===== src/rtl/pixel_period_meter.sv =====
// Measures clock-cycle periods between rising edges of the thresholded pixel stream and
// accumulates them per frequency class. Optional PIXEL_PERIOD_METER_LAST_PERIOD_EN adds last_period/period_valid.
module pixel_period_meter #(
  parameter int CLOCK_FREQUENCY   = 100000000,
  parameter int FREQUENCY0        = 7500,
  parameter int FREQUENCY1        = 10000,
  parameter int DEVIATION_PERCENT = 30,
  parameter int COUNTER_WIDTH     = 32
) (
  input  logic                     clock,
  input  logic                     reset,
  input  logic                     enable,
  input  logic                     clear,
  input  logic                     sample_data,
  output logic [COUNTER_WIDTH-1:0] f0_value,
  output logic [COUNTER_WIDTH-1:0] f1_value,
  output logic [COUNTER_WIDTH-1:0] unknown,
  output logic                     busy
`ifdef PIXEL_PERIOD_METER_LAST_PERIOD_EN
  ,
  output logic [COUNTER_WIDTH-1:0] last_period,
  output logic                     period_valid
`endif
);

  localparam int P0 = CLOCK_FREQUENCY / FREQUENCY0;
  localparam int T0 = P0 * DEVIATION_PERCENT / 100;
  localparam int P1 = CLOCK_FREQUENCY / FREQUENCY1;
  localparam int T1 = P1 * DEVIATION_PERCENT / 100;

  localparam logic [COUNTER_WIDTH-1:0] LO0 = COUNTER_WIDTH'(P0 - T0);
  localparam logic [COUNTER_WIDTH-1:0] HI0 = COUNTER_WIDTH'(P0 + T0);
  localparam logic [COUNTER_WIDTH-1:0] LO1 = COUNTER_WIDTH'(P1 - T1);
  localparam logic [COUNTER_WIDTH-1:0] HI1 = COUNTER_WIDTH'(P1 + T1);
  localparam logic [COUNTER_WIDTH-1:0] ONE = COUNTER_WIDTH'(1);

  typedef enum logic [1:0] {IDLE, ARMED, MEASURE} state_t;

  state_t                   state;
  logic                     s1, s2, s3;
  logic                     rise;
  logic [COUNTER_WIDTH-1:0] cnt;
  logic                     saturated;
  logic                     in_w0;
  logic                     in_w1;

  // Saturating add so accumulators stick at all-ones instead of wrapping.
  function automatic logic [COUNTER_WIDTH-1:0] sat_add(input logic [COUNTER_WIDTH-1:0] a,
                                                       input logic [COUNTER_WIDTH-1:0] b);
    logic [COUNTER_WIDTH:0] sum;
    sum = {1'b0, a} + {1'b0, b};
    return sum[COUNTER_WIDTH] ? '1 : sum[COUNTER_WIDTH-1:0];
  endfunction

  assign rise      = s2 & ~s3;
  assign saturated = &cnt;
  assign in_w0     = !saturated && (cnt >= LO0) && (cnt <= HI0);
  assign in_w1     = !saturated && (cnt >= LO1) && (cnt <= HI1);

  always_ff @(posedge clock) begin
    if (reset) begin
      s1 <= 1'b0;
      s2 <= 1'b0;
      s3 <= 1'b0;
    end else begin
      s1 <= sample_data;
      s2 <= s1;
      s3 <= s2;
    end
  end

  always_ff @(posedge clock) begin
    if (reset) begin
      state    <= IDLE;
      busy     <= 1'b0;
      cnt      <= '0;
      f0_value <= '0;
      f1_value <= '0;
      unknown  <= '0;
`ifdef PIXEL_PERIOD_METER_LAST_PERIOD_EN
      last_period  <= '0;
      period_valid <= 1'b0;
`endif
    end else begin
`ifdef PIXEL_PERIOD_METER_LAST_PERIOD_EN
      period_valid <= 1'b0;
`endif
      // clear outranks enable and swallows any rise arriving in the same cycle
      if (clear) begin
        f0_value <= '0;
        f1_value <= '0;
        unknown  <= '0;
        cnt      <= '0;
        state    <= enable ? ARMED : IDLE;
        busy     <= enable;
`ifdef PIXEL_PERIOD_METER_LAST_PERIOD_EN
        last_period <= '0;
`endif
      end else if (!enable) begin
        state <= IDLE;
        busy  <= 1'b0;
        cnt   <= '0;
      end else begin
        case (state)
          IDLE: begin
            state <= ARMED;
            busy  <= 1'b1;
          end
          ARMED: begin
            if (rise) begin
              cnt   <= ONE;
              state <= MEASURE;
            end
          end
          MEASURE: begin
            if (rise) begin
              if (in_w0)      f0_value <= sat_add(f0_value, cnt);
              else if (in_w1) f1_value <= sat_add(f1_value, cnt);
              else            unknown  <= sat_add(unknown, cnt);
              cnt <= ONE;
`ifdef PIXEL_PERIOD_METER_LAST_PERIOD_EN
              last_period  <= cnt;
              period_valid <= 1'b1;
`endif
            end else if (!saturated) begin
              cnt <= cnt + ONE;
            end
          end
          default: begin
            state <= IDLE;
            busy  <= 1'b0;
          end
        endcase
      end
    end
  end

endmodule


===== config.mk =====
export PLATFORM = sky130hd
export DESIGN_NAME = pixel_period_meter
export DESIGN_NICKNAME = d
export VERILOG_FILES = /design/src/rtl/pixel_period_meter.sv
export SDC_FILE = /design/constraint.sdc
export NUM_CORES = 1
export LEC_CHECK = 0
export ABC_AREA = 0
export ABC_CLOCK_PERIOD_IN_PS = 3300
export BUFFER_PORTS_ARGS = -buffer_cell sky130_fd_sc_hd__buf_4
export CORE_MARGIN = 2
export CORE_UTILIZATION = 47
export DETAILED_ROUTE_END_ITERATION = 7
export PLACE_DENSITY = 0.68
export SLEW_MARGIN = 5
export SYNTH_ARGS = -nofsm -noshare
export SYNTH_HDL_FRONTEND = slang
export SYNTH_SLANG_ARGS = --single-unit

===== constraint.sdc =====
create_clock -name clock -period 3.3 [get_ports clock]
set_clock_uncertainty 0.05 [all_clocks]
set_input_delay 0 -clock clock [delete_from_list [all_inputs] [get_ports clock]]
set_output_delay 0 -clock clock [all_outputs]
set_load 0.02 [all_outputs]

==> impl_metrics.yaml <==
floorplanning:
  pin_count: 102
  dieArea_um2: 22100
  start_util_pct: 48.3
  core_area_um2: 20400
  die_x_um: 149
  die_h_um: 149
  num_rows: 52
setup_path:
  criticalPathCategory: "register to register"
  critPathLaunchType: "register"
  crit_arrival_ps: 3420
  critPathSlowestCell: "fa_1"
  crit_fanout: 20
  required_ps: 3570
  reg2reg_depth: 12
  cp-end-kind: "register"
  r2r_slack_ps: 150
  max_stage_delay_ps: 450
  crit_chain: "ha_1 -> fa_1 -> a211oi_2 -> o21bai_2 -> o2111ai_2 -> a21o_1 -> a41oi_1 -> a31oi_1 -> o21ai_0 -> a21oi_2 -> buf_12 -> a21oi_1"
  r2r_start: "cnt[0]"
  r2r_end: "f1_value[11]"
drt:
  wl_per_cell_um: 17.7
  first_pass_iters: 6
  wl_um: 29800
  detail-route-antenna-nets: 0
  drt_iter0_drc: 641
  drc: 0
  routed_via_density: 5.89
  num_vias: 9898
logic_synthesis:
  synthFlopType: "dfxtp_1"
  syn_area_per_cell_um2: 7.90
  synth_edf_count: 0
  ys_async_sr_fraction_pct: 0
  netlist_instances: 1245
  ys_seq_area_share_pct: 27.3
  synthDistinctLibCells: 66
  synth_area_um2: 9830
  yosys_warnings: 0
  ys_ff_latch: 134
  syn_nets: 1356
flow_run:
  maxCapViolCount: 0
placement:
  dp_slack_ps: 59.2
  io_buffers: 101
  gp_congestion: 0.941
  dp_hpwl_um: 21600
  place_area_um2: 11300
grt:
  antenna_found_initial: 0
  grt_pass1_wl_um: 46600
  grt_start_max_net_pins: 88
  overflow: 0
  grt_pass1_vias: 9015
  grt_usage_pct: 26.6
worst_hold_path:
  whs_path_depth: 3
  hold_path_startpoint: "sample_data"
  hold_end: "s1"
  holdCritPathClass: "primary input to register"
sta:
  period_needed_ps: 3150
  max_freq_mhz: 317
  finalHoldViolations: 0
  setup-violations-final: 0
  worstMarginPinSlew_ps: 1200
  grt_setup_unrepaired: "yes"
  fin_ws_ps: 147
  maxSlewViolCount: 0
  max_slew_margin_pct: 19.4
  totalNegativeSetupSlack_ps: 0
  period_share_pct: 95.5
clocking:
  h-tree-depth: 4
  clk_path_buf_depth: 2
  clock_latency_ps: 430
  path_clk_slew_ps: 60
  cts_tree: "yes"
  clock_sinks: 134
  root_buffer: "clkbuf_16"
  cts_inserted_buffers: 17
final_layout:
  area_growth_pct: 23.0
  fin_nets: 1509
  regArea_um2: 2690
  fin_area_um2: 12100
  final_util_pct: 59.4
  multiInputGateArea_um2: 6870
  antennaDiodeCount: 0
  drive_gt1_share_pct: 17.1
  fillers: 1834
power:
  p_leak_nw: 5.49
  p_total_mw: 3.74
  power.density_nw_per_um2: 309
  vdd_drop_max_mv: 0.365
outcome:
  status: "completed"
==> area by class of cell <==
cell class              count  share of cell area (%)
clock buffers              21                    3.97
clock inverters            11                    1.20
inverters                  34                    1.06
multi-input cells        1027                    56.8
flip-flops and latches    134                    22.2
well taps                 270                    2.79
repair buffers            184                    12.0
==> where the power goes <==
| group | internal, mW | leakage (nW) | total, mW | switching, mW |
|---|---|---|---|---|
| registers | 1.62 | 1.08 | 1.63 | 0.00349 |
| clock network | 1.27 | 0.301 | 2.04 | 0.770 |
| logic | 0.0273 | 4.11 | 0.0754 | 0.0482 |
==> stage by stage <==
step	hold slack (ps)	cells
3_5_place_dp	167	1642
3_3_place_gp	163	1642
4_1_cts	258	1679
2_1_floorplan	21.6	1245
5_1_grt	277	1681
6_report	276	1681
==> worst max-delay path by stage <==
stage	start	end	slack, ps	depth (start not counted)
6_report	cnt[0]	f1_value[11]	150	12
5_1_grt	cnt[0]	f0_value[30]	-20	11
4_1_cts	cnt[0]	f1_value[29]	50	12
3_5_place_dp	cnt[0]	f0_value[30]	60	11
3_3_place_gp	cnt[0]	f0_value[30]	130	11
2_1_floorplan	f1_value[0]	f1_value[30]	180	12
==> state kept, by name (all words and copies together), names as in the netlist <==
signal,count
s1,1
s3,1
s2,1
state,2
unknown,32
cnt,32
f1_value,32
f0_value,32
busy,1
==> kinds of logic (layout without fill, tap and decap cells) <==
logic type               count (synthesis)  count (layout)  synth area share [%]
AO/OA/AOI/OAI                          513             513                  30.9
AND/OR/NAND/NOR                        299             299                  14.7
flip-flops                             134             134                  27.3
adder cells (fa/ha/maj)                106             106                  13.7
XOR/XNOR                               105             105                  9.35
buffers and inverters                   84             250                  3.58
multiplexers                             4               4                 0.433
==> synth_stat cells (3+ instances only) <==
cell         n  area [um^2]
o22ai_1      3         18.8
o31ai_1      4         30.0
o21ai_0    159          796
a221oi_1     5         43.8
dfxtp_1    134         2680
o22a_1       3         26.3
xnor2_1     39          342
a21o_1      40          300
xor2_1      66          578
nor4_1       7         43.8
a21oi_1    198          991
nand2b_1    10         62.6
nor3b_1      3         22.5
and4_1       4         35.0
buf_4        3         22.5
o21bai_1    20          150
a311oi_1     5         43.8
fa_1         3         60.1
o21a_1      13         97.6
and2_1       6         37.5
or3_1        4         25.0
a211o_1      3         26.3
and3_1      18          113
nor2b_1     16          100
ha_1       103         1290
nor2_1      90          338
clkbuf_1    37          139
nand2_1     65          244
or4_1        3         22.5
nor3_1       9         45.0
a2111oi_0    4         35.0
o211ai_1     3         22.5
nand4_1     13         81.3
a211oi_1    11         82.6
a41oi_1      4         35.0
a31oi_1     15         93.8
buf_2        7         35.0
inv_1       34          128
nand3_1     44          220
==> critical path, delay by kind of cell, from the launching register on <==
family                     cells  cell delay [ps]
AOI/OAI and AO/OA              9             1700
adders and majority gates      2              700
DFF                            1              380
buffers and inverters          1              200
==> cell usage in the layout (no fill, tap or decap), types with 8 or more instances in the layout <==
| master | instances |
|---|---|
| nand2b_1 | 10 |
| nand4_1 | 13 |
| and3_1 | 18 |
| xor2_1 | 66 |
| clkbuf_16 | 17 |
| a21o_1 | 40 |
| o21bai_1 | 19 |
| o21a_1 | 13 |
| o21ai_0 | 157 |
| a21oi_1 | 196 |
| buf_4 | 174 |
| a31oi_1 | 13 |
| nand3_1 | 44 |
| nand2_1 | 65 |
| nor2_1 | 89 |
| nor3_1 | 8 |
| ha_1 | 103 |
| dfxtp_1 | 129 |
| xnor2_1 | 39 |
| a211oi_1 | 8 |
| inv_1 | 34 |
| nor2b_1 | 16 |
==> layer usage <==
layer  global-route usage (%)  routed length (um)  vias up
li1                         -                   -     4905
met4                     11.4                1150        0
met5                        0                   0        -
met2                     41.8               13200      308
met3                     5.00                1610       59
met1                     35.7               13800     4626
==> timing repair <==
item | CTS | global route
resized for setup | 0 | 18
endpoints found under the hold margin | 16 | 0
buffers inserted | 0 | 2
setup endpoints to repair | 0 | 95
hold buffers | 5 | 0
(Power assumes the default switching activity.)
